===== config.mk =====
export PLATFORM = sky130hd
export DESIGN_NAME = sec_stopwatch
export DESIGN_NICKNAME = d
export VERILOG_FILES = /design/src/rtl/sec_stopwatch.sv
export SDC_FILE = /design/constraint.sdc
export NUM_CORES = 1
export LEC_CHECK = 0
export BUFFER_PORTS_ARGS = -buffer_cell sky130_fd_sc_hd__buf_2
export CELL_PAD_IN_SITES_DETAIL_PLACEMENT = 2
export CELL_PAD_IN_SITES_GLOBAL_PLACEMENT = 2
export CORE_MARGIN = 1
export CORE_UTILIZATION = 31
export CTS_CLUSTER_DIAMETER = 100
export DETAILED_ROUTE_END_ITERATION = 16
export PLACE_DENSITY_LB_ADDON = 0.1
export SKIP_CTS_REPAIR_TIMING = 1
export SLEW_MARGIN = 20
export SYNTH_ARGS = -nofsm -noshare
export SYNTH_HDL_FRONTEND = slang
export SYNTH_SLANG_ARGS = --single-unit

===== constraint.sdc =====
create_clock -name speed_clock -period 2.2 [get_ports speed_clock]
set_input_delay 0.44 -clock speed_clock [delete_from_list [all_inputs] [get_ports speed_clock]]
set_output_delay 0.44 -clock speed_clock [all_outputs]
set_load 0.01 [all_outputs]

===== src/rtl/sec_stopwatch.sv =====
// MM:SS BCD stopwatch advanced by rising edges of a slow level, with IDLE/RUN/PAUSE control
// and a seven-segment decode of the seconds units digit.
module sec_stopwatch #(
   parameter int unsigned MAX_MIN        = 59,
   parameter bit          SEG_ACTIVE_LOW = 1'b1
) (
   input  logic       speed_clock,
   input  logic       reset,
   input  logic       low_clock,
   input  logic       start,
   input  logic       stop,
   input  logic       clear,
   output logic [3:0] sec_units,
   output logic [2:0] sec_tens,
   output logic [3:0] min_units,
   output logic [2:0] min_tens,
   output logic       running,
   output logic       rollover,
   output logic [6:0] hex0
);

   typedef enum logic [1:0] {
      IDLE  = 2'd0,
      RUN   = 2'd1,
      PAUSE = 2'd2
   } state_t;

   localparam logic [2:0] MAX_MT = 3'(MAX_MIN / 10);
   localparam logic [3:0] MAX_MU = 4'(MAX_MIN % 10);

   // Segment pattern {g,f,e,d,c,b,a}, active-high; non-BCD codes blank the display.
   function automatic logic [6:0] seg_decode(input logic [3:0] digit);
      logic [6:0] seg;
      case (digit)
         4'd0:    seg = 7'b0111111;
         4'd1:    seg = 7'b0000110;
         4'd2:    seg = 7'b1011011;
         4'd3:    seg = 7'b1001111;
         4'd4:    seg = 7'b1100110;
         4'd5:    seg = 7'b1101101;
         4'd6:    seg = 7'b1111101;
         4'd7:    seg = 7'b0000111;
         4'd8:    seg = 7'b1111111;
         4'd9:    seg = 7'b1101111;
         default: seg = 7'b0000000;
      endcase
      return seg;
   endfunction

   state_t     state_q, state_d;
   logic       lc_prev_q, lc_prev_d;
   logic [3:0] su_q, su_d;
   logic [2:0] st_q, st_d;
   logic [3:0] mu_q, mu_d;
   logic [2:0] mt_q, mt_d;
   logic       running_q, running_d;
   logic       rollover_q, rollover_d;
   logic       tick_s;
   logic       count_s;
   logic       at_max_s;

   assign tick_s   = low_clock & ~lc_prev_q;
   assign count_s  = (state_q == RUN) && tick_s;
   assign at_max_s = (mt_q == MAX_MT) && (mu_q == MAX_MU) && (st_q == 3'd5) && (su_q == 4'd9);

   // Next-state decode: clear beats stop beats start; start+stop together is ignored.
   always_comb begin
      state_d = state_q;
      if (clear) begin
         state_d = IDLE;
      end else begin
         case (state_q)
            IDLE: begin
               if (start && !stop) state_d = RUN;
               else                state_d = IDLE;
            end
            RUN: begin
               if (stop) state_d = PAUSE;
               else      state_d = RUN;
            end
            PAUSE: begin
               if (start && !stop) state_d = RUN;
               else                state_d = PAUSE;
            end
            default: state_d = IDLE;
         endcase
      end
      running_d = (state_d == RUN);
   end

   // BCD counter with cascaded carries; a tick coinciding with clear is dropped.
   always_comb begin
      lc_prev_d  = low_clock;
      su_d       = su_q;
      st_d       = st_q;
      mu_d       = mu_q;
      mt_d       = mt_q;
      rollover_d = 1'b0;
      if (clear) begin
         su_d = 4'd0;
         st_d = 3'd0;
         mu_d = 4'd0;
         mt_d = 3'd0;
      end else if (count_s) begin
         if (at_max_s) begin
            su_d       = 4'd0;
            st_d       = 3'd0;
            mu_d       = 4'd0;
            mt_d       = 3'd0;
            rollover_d = 1'b1;
         end else if (su_q != 4'd9) begin
            su_d = su_q + 4'd1;
         end else begin
            su_d = 4'd0;
            if (st_q != 3'd5) begin
               st_d = st_q + 3'd1;
            end else begin
               st_d = 3'd0;
               if (mu_q != 4'd9) begin
                  mu_d = mu_q + 4'd1;
               end else begin
                  mu_d = 4'd0;
                  // MAX_MIN <= 59 guarantees the wrap above fires before tens passes 5
                  if (mt_q != 3'd5) mt_d = mt_q + 3'd1;
                  else              mt_d = 3'd0;
               end
            end
         end
      end else begin
         rollover_d = 1'b0;
      end
   end

   // State and count registers; the edge detector resets high so a held-high input is not a tick.
   always_ff @(posedge speed_clock or posedge reset) begin
      if (reset) begin
         state_q    <= IDLE;
         lc_prev_q  <= 1'b1;
         su_q       <= 4'd0;
         st_q       <= 3'd0;
         mu_q       <= 4'd0;
         mt_q       <= 3'd0;
         running_q  <= 1'b0;
         rollover_q <= 1'b0;
      end else begin
         state_q    <= state_d;
         lc_prev_q  <= lc_prev_d;
         su_q       <= su_d;
         st_q       <= st_d;
         mu_q       <= mu_d;
         mt_q       <= mt_d;
         running_q  <= running_d;
         rollover_q <= rollover_d;
      end
   end

   assign sec_units = su_q;
   assign sec_tens  = st_q;
   assign min_units = mu_q;
   assign min_tens  = mt_q;
   assign running   = running_q;
   assign rollover  = rollover_q;
   assign hex0      = SEG_ACTIVE_LOW ? ~seg_decode(su_q) : seg_decode(su_q);

endmodule

==> results of run 1 <==
[where the power goes]
| group | switching (uW) | internal (uW) | leakage (uW) |
|---|---|---|---|
| Combinational | 97.0 | 65.8 | 0.000423 |
| Clock | 114 | 129 | 0.0000228 |
| Sequential | 18.0 | 363 | 0.000257 |
[through the flow]
stage / instance area (um^2) / hold WS [ns] / total power (uW) / util [%] / worst slack (ns)
after floorplan: 1170 / 0.390 / 482 / - / 0.400
after detailed placement: 1370 / 0.560 / 554 / 37.4 / 0.319
after global routing: 1410 / 0.287 / 830 / 38.6 / 0.0667
after global placement: 1370 / 0.531 / 547 / 37.4 / 0.385
after CTS: 1410 / 0.286 / 803 / 38.6 / 0.166
final: 1410 / 0.293 / 786 / 38.6 / 0.178
[path summary, 6_finish.rpt]
kind                                                 end  slack (ns)
worst max-delay path                             hex0[3]        0.18
worst min-delay path                 lc_prev_q$_DFF_PP1_        0.29
worst max register to register   sec_tens[2]$_DFFE_PP0P_        0.28
worst min register to register      state_q[0]$_DFF_PP0_        0.59
max in group asynchronous        min_tens[1]$_DFFE_PP0P_        1.44
min in group asynchronous       sec_units[3]$_DFFE_PP0P_        0.30
[per-layer routing]
metal	up-vias	part of all wire (%)	track usage [%]
li1	508	-	-
met1	545	45	21.3
met4	0	0.44	4.26
met2	18	52	30.1
met3	2	2.9	2.17
met5	-	0	0
[worst max-delay path, cell delays in order (launching register included)]
cell and delay [ns]:
dfrtp_1 0.47, inv_1 0.15, ha_1 0.31, nand2_1 0.07, a21oi_1 0.16, nor2_1 0.05, buf_2 0.13
[cells by family (layout without fill, tap and decap cells)]
group | after synthesis | count (layout) | synth area share (%)
AO/OA/AOI/OAI | 32 | 32 | 16.6
multiplexers | 2 | 2 | 1.70
XOR/XNOR | 1 | 1 | 0.746
AND/OR/NAND/NOR | 51 | 51 | 25.7
flip-flops | 19 | 19 | 40.6
adder cells (fa/ha/maj) | 9 | 9 | 9.58
buffers and inverters | 12 | 43 | 5.11
[synth_stat cells, drive strengths merged]
master and instances:
nand2b 1, a2111oi 2, nand2 11, or2 1, clkbuf 2, dfstp 1, buf 2, nand4 1
nor3b 2, and4bb 1, nand3b 3, o41ai 2, nor2b 3, inv 8, and2b 1, and2 1
dfrtp 18, and3b 2, nor2 12, and4b 1, a21oi 11, and4 1, or3 5, a211o 1
mux2i 2, o21ai 11, or4 1, xor2 1, a22oi 1, a41o 1, nor4 1, nor3 1
o31ai 3, ha 9, nand3 2
[sequential cells by signal, indices dropped and copies added (netlist names)]
register   flops
min_tens       3
sec_units      4
lc_prev_q      1
running        1
min_units      4
sec_tens       3
state_q        2
rollover       1
[final cells by class]
cell class | instances | area (um^2) | area share [%]
inverter | 8 | 30.0 | 2.13
tap | 48 | 60.1 | 4.25
clock buffer | 4 | 45.0 | 3.19
sequential | 19 | 477 | 33.7
timing repair buffer | 31 | 163 | 11.5
multi-input combinational | 95 | 638 | 45.2
==> impl_summary.txt, run 1 <==
----------------------------------------------------
[Die]
  Total die area ... 4040 um^2
  Floorplan Core Area ... ~3700 um^2
  Die H ... 63.6 um
  Initial core utilization ... 32.1%
  Die width ... between 60 and 70 um
  Number of top-level design ports ... 29
  Site row count ... 22

[Synth]
  Leading post-synthesis cells by cell area ... dfrtp_1, ha_1, a21oi_1
  Net count after synthesis ... 141
  Area fraction of the dominant cell type after synthesis ... 38.3%
  Gate Count Post-Synth ... 126
  Yosys warning count ... 0
  Sequential area share after synthesis ... 40.6%
  Flip-flop and latch count after synthesis ... 19
  Synthesized area ... 1170 um^2
  Number of distinct standard cells referenced by the synthesized netlist ... 36
  Mean cell area of the mapped netlist ... between 9 and 10 um^2
  Largest area contributor in the netlist ... dfrtp_1

[Critical path]
  Kind of start point of the critical path ... flop
  Launch point of the worst path ... sec_units[0]$_DFFE_PP0P_
  FF-to-FF Start ... sec_units[1]$_DFFE_PP0P_
  Nature of the critical path endpoint ... output pin
  R2r worst-path depth ... 6
  Worst setup path category ... reg2out
  Data arrival time of the worst path ... 1.58 ns
  Highest fanout seen on the critical path ... 8
  Critical Path RT ... 1.76 ns

[Global route]
  Via count of the first global-routing pass ... 1,086
  Gr ovfl total ... 0
  Maximum number of pins on one net before global-route repair ... 20
  Antenna violations before repair ... 0
  Global-route wire length before repair ... around 5400 um
  Tot GR Track Use ... 16.9%

[CTS]
  Clock Path Buffers ... 2
  Number of H-tree levels ... 1
  Clock tree from TritonCTS ... done
  Clock transition at the registers of the reported paths ... 0.07 ns
  Number of buffers inserted during clock tree synthesis ... 3
  Number of sinks handled by clock tree synthesis ... 19
  Clock Latency Late Sink ... ~0.25 ns
  Cell at the root of the clock tree ... clkbuf_8

[Route]
  Initial DRC count ... 36
  Length of the first detailed-routing pass in iterations ... 2
  Total length of routed wires ... roughly 3200 um
  Number of remaining DRC errors ... 0
  Number of nets with antenna violations after routing ... 0
  Routed via count divided by cell count ... 5.23
  WL/cell ... 15.4 um
  Detailed-route via count ... 1,073

[Layout]
  Fraction of final layout cells with drive strength greater than 1 ... 26.1%
  Most common cell after layout, fill and taps aside ... buf_2
  Filler cell count ... 420
  Final non-filler cell total ... 205
  Diodes inserted ... 0
  P&R area growth vs syn ... 20.2%
  Nets ... approximately 170
  Most used cells in the layout excluding fill and tap cells ... buf_2, dfrtp_1, nor2_1

[Placement]
  Number of input and output port buffers inserted ... 28
  Number of cells after detailed placement ... 201
  Sum of net half-perimeters after detailed placement ... 2440 um
  Final Wtd Congestion ... 0.745

[Timing]
  Upper clock frequency limit ... just under 0.5 GHz
  Final count of hold timing violations ... 0
  Number of setup violations in the final report ... 0
  Part of the cycle the worst path needs ... roughly nine tenths
  Unrepaired setup endpoints after global routing ... no
  Max-slew violation total from the final report ... 0
  Relative slew slack ... between 50% and 60%
  Setup TNS ... 0 ns
  Post-layout minimum cycle time ... 2.02 ns
  Worst clock skew ... 0.00245 ns
  Tightest Pin Transition ... 0.725 ns

[Min path]
  Worst min-delay path category ... in2reg
  Hold path start ... low_clock
  Number of cells traversed by the worst hold path ... 1

[Run status]
  Status ... complete, no violations

[Power]
  Leakage power of the design ... 0.000702 uW
  Pwr/cell area ... 557 nW/um^2
  Peak supply drop ... 0.173 mV

[Flow run]
  # Max-Cap Violations ... 0

----------------------------------------------------
Power figures use the tool's default switching activity.
==> run 2: changes to the inputs <==
--- a/config.mk
+++ b/config.mk
@@ -8,6 +8,7 @@
 export BUFFER_PORTS_ARGS = -buffer_cell sky130_fd_sc_hd__buf_2
 export CELL_PAD_IN_SITES_DETAIL_PLACEMENT = 2
 export CELL_PAD_IN_SITES_GLOBAL_PLACEMENT = 2
+export CORE_ASPECT_RATIO = 1.4
 export CORE_MARGIN = 1
 export CORE_UTILIZATION = 31
 export CTS_CLUSTER_DIAMETER = 100
==> run 2 against run 1 <==
Against the previous run: combinational power decreased by 2%; worst hold slack better by 0.0029 ns; critical path type unchanged; clock skew is 0.00056 ns lower; clock power about the same.
==> impl_summary.txt, run 2 (synthesized netlist as in run 1, its figures left out) <==
----------------------------------------------------
[Run status]
  Status ... complete, no violations

[Critical path]
  Data arrival time of the worst path ... 1.63 ns
  Worst setup path category ... reg2out
  Critical Path RT ... 1.76 ns
  Kind of start point of the critical path ... flop
  Slowest library cell on the worst path ... dfrtp_2
  Nature of the critical path endpoint ... output pin
  Highest fanout seen on the critical path ... 9
  R2R setup slack ... 0.33 ns
  Cell family with the largest share of critical-path delay ... flip-flops
  Critical Path, Cell by Cell ... buf_4 -> ha_1 -> nand2b_1 -> a21oi_1 -> nor2_1 -> buf_2
  Bufs and invs on worst path ... 2
  Crit path largest cell delay ... 0.47 ns

[Global route]
  Antenna violations before repair ... 0
  Maximum number of pins on one net before global-route repair ... 20
  Global-route wire length before repair ... 5020 um
  Via count of the first global-routing pass ... 1,102
  Gr ovfl total ... 0
  Tot GR Track Use ... 17.6%

[Timing]
  Upper clock frequency limit ... about 0.48 GHz
  Post-layout minimum cycle time ... 2.07 ns
  Final count of hold timing violations ... 0
  Worst clock skew ... 0.00189 ns
  Number of setup violations in the final report ... 0
  Worst hold slack after final layout ... 0.296 ns
  Tightest Pin Transition ... 0.756 ns
  Relative slew slack ... 49.5%
  Unrepaired setup endpoints after global routing ... no
  PnR worst setup slack ... 0.130 ns
  Max-slew violation total from the final report ... 0
  Part of the cycle the worst path needs ... 94.1%

[Die]
  Floorplan Core Area ... about 3600 um^2
  Die width ... between 50 and 60 um
  Site row count ... 26
  Number of top-level design ports ... 29
  Total die area ... just over 4000 um^2
  Initial core utilization ... 32.2%
  Die H ... 74.8 um

[CTS]
  Number of buffers inserted during clock tree synthesis ... 3
  Clock transition at the registers of the reported paths ... roughly 0.07 ns
  Number of H-tree levels ... 1
  Clock Latency Late Sink ... 0.26 ns
  Clock Path Buffers ... 2
  Clock tree from TritonCTS ... done
  Number of sinks handled by clock tree synthesis ... 19
  Cell at the root of the clock tree ... clkbuf_8

[Layout]
  Post-layout instance area ... between 1000 and 1500 um^2
  Most used cells in the layout excluding fill and tap cells ... buf_2, dfrtp_1, nor2_1
  Utilization after layout ... 38.7%
  Fraction of final layout cells with drive strength greater than 1 ... 29.3%
  Register area ... 479 um^2
  P&R area growth vs syn ... 20.0%
  Nets ... 173
  Area of the multi-input gates ... 639 um^2
  Most common cell after layout, fill and taps aside ... buf_2
  Diodes inserted ... 0
  Filler cell count ... 422
  Final non-filler cell total ... 199

[Route]
  Number of remaining DRC errors ... 0
  Number of nets with antenna violations after routing ... 0
  WL/cell ... 15.9 um
  Length of the first detailed-routing pass in iterations ... 4
  Initial DRC count ... 14
  Routed via count divided by cell count ... 5.40
  Detailed-route via count ... 1,075
  Total length of routed wires ... between 3000 and 4000 um

[Min path]
  Worst min-delay path category ... in2async

[Placement]
  Sum of net half-perimeters after detailed placement ... approximately 2500 um
  Cell area after placement ... 1350 um^2
  Final Wtd Congestion ... 0.763
  Number of input and output port buffers inserted ... 28
  Post-Place Worst Slack ... 0.147 ns
  Number of cells after detailed placement ... 194

[Power]
  Leakage power of the design ... 0.000702 uW
  Peak supply drop ... 0.328 mV
  Pwr/cell area ... 560 nW/um^2

[Flow run]
  # Max-Cap Violations ... 0

----------------------------------------------------
## run 2: cell count changes in the layout (fill, tap and decap cells not counted)
cell / change
dfrtp_1: -2
dfrtp_2: +2
clkbuf_1: -1
clkinv_2: +1
inv_2: +1
and3b_2: +1
and3b_1: -1
inv_1: -1
## run 2: final timing paths
check | from | to | cells past startpoint
worst max register to register | sec_units[1]$_DFFE_PP0P_ | sec_tens[2]$_DFFE_PP0P_ | 6
max in group asynchronous | reset | sec_units[0]$_DFFE_PP0P_ | 2
worst min register to register | state_q[1]$_DFF_PP0_ | running$_DFF_PP0_ | 1
worst max-delay path | sec_units[1]$_DFFE_PP0P_ | hex0[5] | 6
worst min-delay path | reset | min_tens[2]$_DFFE_PP0P_ | 2
min in group speed_clock | low_clock | lc_prev_q$_DFF_PP1_ | 1
## run 2: where the power goes
group,switching (uW),internal (uW),total (uW)
Combinational,92.7,65.9,159
Sequential,23.6,364,388
Clock,118,126,244
Total,234,556,790
## run 2: area by class of cell
class / instances / share of cell area (%)
clock inverters: 1 / 0.355
clock buffers: 3 / 2.93
well taps: 42 / 3.73
flip-flops and latches: 19 / 34.0
inverters: 8 / 2.13
multi-input cells: 95 / 45.3
repair buffers: 31 / 11.5
## run 2: routing by layer
layer / global-route usage (%) / vias to the layer above / part of all wire, %
li1: - / 512 / -
met1: 17.1 / 539 / 37
met2: 34.6 / 20 / 59
met3: 2.63 / 4 / 2.9
met4: 8.55 / 0 / 1.5
met5: 0 / - / 0
## run 2: metrics by stage
| stage | total power (uW) | setup TNS [ns] |
|---|---|---|
| 2_1_floorplan | 482 | 0 |
| 3_3_place_gp | 542 | 0 |
| 3_5_place_dp | 551 | 0 |
| 4_1_cts | 803 | -0.0390 |
| 5_1_grt | 838 | 0 |
| 6_report | 790 | 0 |
## run 2: worst reg2reg max path: cells and delay by family (launching register included)
family,cells,cell delay (ns)
AO/OA/AOI/OAI,3,0.73
adder cells (fa/ha/maj),1,0.17
buffers and inverters,1,0.12
flip-flops,1,0.47
AND/OR/NAND/NOR,1,0.27
==> run 3: changes to the inputs <==
==> constraint.sdc (replaced) <==
create_clock -name speed_clock -period 2.2 [get_ports speed_clock]
set_input_delay 0.44 -clock speed_clock [delete_from_list [all_inputs] [get_ports speed_clock]]
set_output_delay 0.44 -clock speed_clock [all_outputs]
set_load 0.1 [all_outputs]
==> run 3 against run 2 <==
Against the previous run: core utilization grew 3.6 points; die area is the same; global-route usage grew 0.78 points; clock-buffer cell count is the same; worst hold slack lost 0.017 ns.
==> impl_summary.txt, run 3 (synthesized netlist as in run 1, its figures left out) <==
----------------------------------------------------
[Run status]
  Status ... complete, no violations

[Critical path]
  Bufs and invs on worst path ... 3
  Slowest library cell on the worst path ... dfrtp_4
  FF-to-FF Start ... sec_units[1]$_DFFE_PP0P_
  R2R setup slack ... 0.22 ns
  Data arrival time of the worst path ... 1.68 ns
  Worst setup path category ... reg2out
  Worst flop-to-flop path endpoint ... sec_tens[2]$_DFFE_PP0P_
  R2r worst-path depth ... 6
  Launch point of the worst path ... sec_units[3]$_DFFE_PP0P_
  Kind of start point of the critical path ... flop
  Critical Path, Cell by Cell ... inv_1 -> nor3_4 -> buf_4 -> nor2_4 -> buf_2
  Critical Path RT ... 1.76 ns
  Highest fanout seen on the critical path ... 9
  Crit path largest cell delay ... 0.53 ns
  Cell family with the largest share of critical-path delay ... buffers and inverters
  Nature of the critical path endpoint ... output pin

[Min path]
  Number of cells traversed by the worst hold path ... 1
  Hold path start ... low_clock
  Worst min-delay path category ... in2reg
  Hold worst-path end ... lc_prev_q$_DFF_PP1_

[Timing]
  Number of setup violations in the final report ... 0
  Relative slew slack ... 51.7%
  Part of the cycle the worst path needs ... 96.6%
  Setup TNS ... 0 ns
  Final count of hold timing violations ... 0
  Upper clock frequency limit ... 0.471 GHz
  Tightest Pin Transition ... 0.724 ns
  Unrepaired setup endpoints after global routing ... no
  Worst clock skew ... 0.00708 ns
  Max-slew violation total from the final report ... 0
  Post-layout minimum cycle time ... 2.12 ns

[Global route]
  Tot GR Track Use ... 18.4%
  Via count of the first global-routing pass ... ~1,200
  Maximum number of pins on one net before global-route repair ... 24
  Antenna violations before repair ... 0
  Global-route wire length before repair ... around 5400 um
  Gr ovfl total ... 0

[Layout]
  Utilization after layout ... about 42%
  Fraction of final layout cells with drive strength greater than 1 ... about 37%
  Most used cells in the layout excluding fill and tap cells ... buf_2, dfrtp_1, nand2_1
  Diodes inserted ... 0
  Final non-filler cell total ... 200
  P&R area growth vs syn ... 31.3%
  Nets ... 174
  Most common cell after layout, fill and taps aside ... buf_2
  Filler cell count ... slightly above 400

[Route]
  Initial DRC count ... 12
  Length of the first detailed-routing pass in iterations ... 2
  WL/cell ... between 15 and 20 um
  Number of remaining DRC errors ... 0
  Number of nets with antenna violations after routing ... 0
  Detailed-route via count ... 1,085
  Routed via count divided by cell count ... 5.43
  Total length of routed wires ... 3290 um

[CTS]
  Clock Latency Late Sink ... 0.26 ns
  Clock tree from TritonCTS ... done
  Number of sinks handled by clock tree synthesis ... 19
  Number of buffers inserted during clock tree synthesis ... 3
  Cell at the root of the clock tree ... clkbuf_8
  Clock Path Buffers ... 2
  Number of H-tree levels ... 1
  Clock transition at the registers of the reported paths ... 0.08 ns

[Die]
  Floorplan Core Area ... between 3000 and 4000 um^2
  Initial core utilization ... 32.2%
  Die H ... ~75 um
  Die width ... between 50 and 60 um
  Number of top-level design ports ... 29
  Site row count ... 26
  Total die area ... between 4000 and 5000 um^2

[Flow run]
  # Max-Cap Violations ... 0

[Placement]
  Sum of net half-perimeters after detailed placement ... roughly 2600 um
  Number of cells after detailed placement ... 194
  Final Wtd Congestion ... ~0.7
  Number of input and output port buffers inserted ... 28

[Power]
  Pwr/cell area ... 707 nW/um^2
  Leakage power of the design ... approximately 0.00072 uW
  Peak supply drop ... 0.435 mV

----------------------------------------------------
[run 3: changes by cell type in the layout (fill, tap and decap cells not counted), moves of 2 or more]
cell,previous run,this run
buf_12,0,2
inv_4,0,2
a21oi_4,0,2
a21oi_2,0,2
dfrtp_1,16,14
a21oi_1,11,7
dfrtp_4,0,4
nor2_4,0,3
buf_2,28,24
dfrtp_2,2,0
buf_4,3,5
nor2_1,12,9
[run 3: final cells by class]
| type | instances | area (um^2) | area share [%] |
|---|---|---|---|
| Clock inverter | 1 | 5.00 | 0.324 |
| Timing Repair Buffer | 32 | 209 | 13.5 |
| Inverter | 8 | 35.0 | 2.27 |
| Multi-Input combinational cell | 95 | 708 | 45.9 |
| Tap cell | 42 | 52.6 | 3.41 |
| Sequential cell | 19 | 492 | 31.9 |
| Clock buffer | 3 | 41.3 | 2.68 |
[run 3: worst max-delay path by stage]
stage / to / slack [ns] / cells past startpoint
2_1_floorplan: hex0[4] / -0.08 / 2
3_3_place_gp: sec_tens[2]$_DFFE_PP0P_ / 0.23 / 6
3_5_place_dp: sec_tens[2]$_DFFE_PP0P_ / 0.12 / 6
4_1_cts: hex0[3] / -0.09 / 6
5_1_grt: hex0[0] / 0.005 / 5
6_report: hex0[2] / 0.08 / 5
[run 3: per-stage QoR]
| stage | hold slack (ns) | instance area (um^2) | worst slack [ns] | total power [uW] |
|---|---|---|---|---|
| floorplan | 0.390 | 1260 | -0.0786 | 739 |
| global placement | 0.525 | 1460 | 0.229 | 825 |
| detailed placement | 0.544 | 1460 | 0.122 | 837 |
| CTS | 0.273 | 1510 | -0.0900 | 1090 |
| global route | 0.266 | 1540 | 0.00533 | 1150 |
| finish | 0.278 | 1540 | 0.0757 | 1090 |
[run 3: per-layer routing]
layer	GRT usage, %	vias to the layer above	share of wire (%)	wire length (um)
met5	0	-	0	0
met3	2.42	4	2.6	86
met2	36.5	19	61	2000
met1	18.4	550	35	1160
met4	7.41	0	1.4	46
li1	-	512	-	-
[run 3: where the power goes]
| part | internal (uW) | total [uW] | switching (uW) |
|---|---|---|---|
| clock | 126 | 246 | 120 |
| combinational | 112 | 453 | 341 |
| sequential | 367 | 392 | 25.1 |
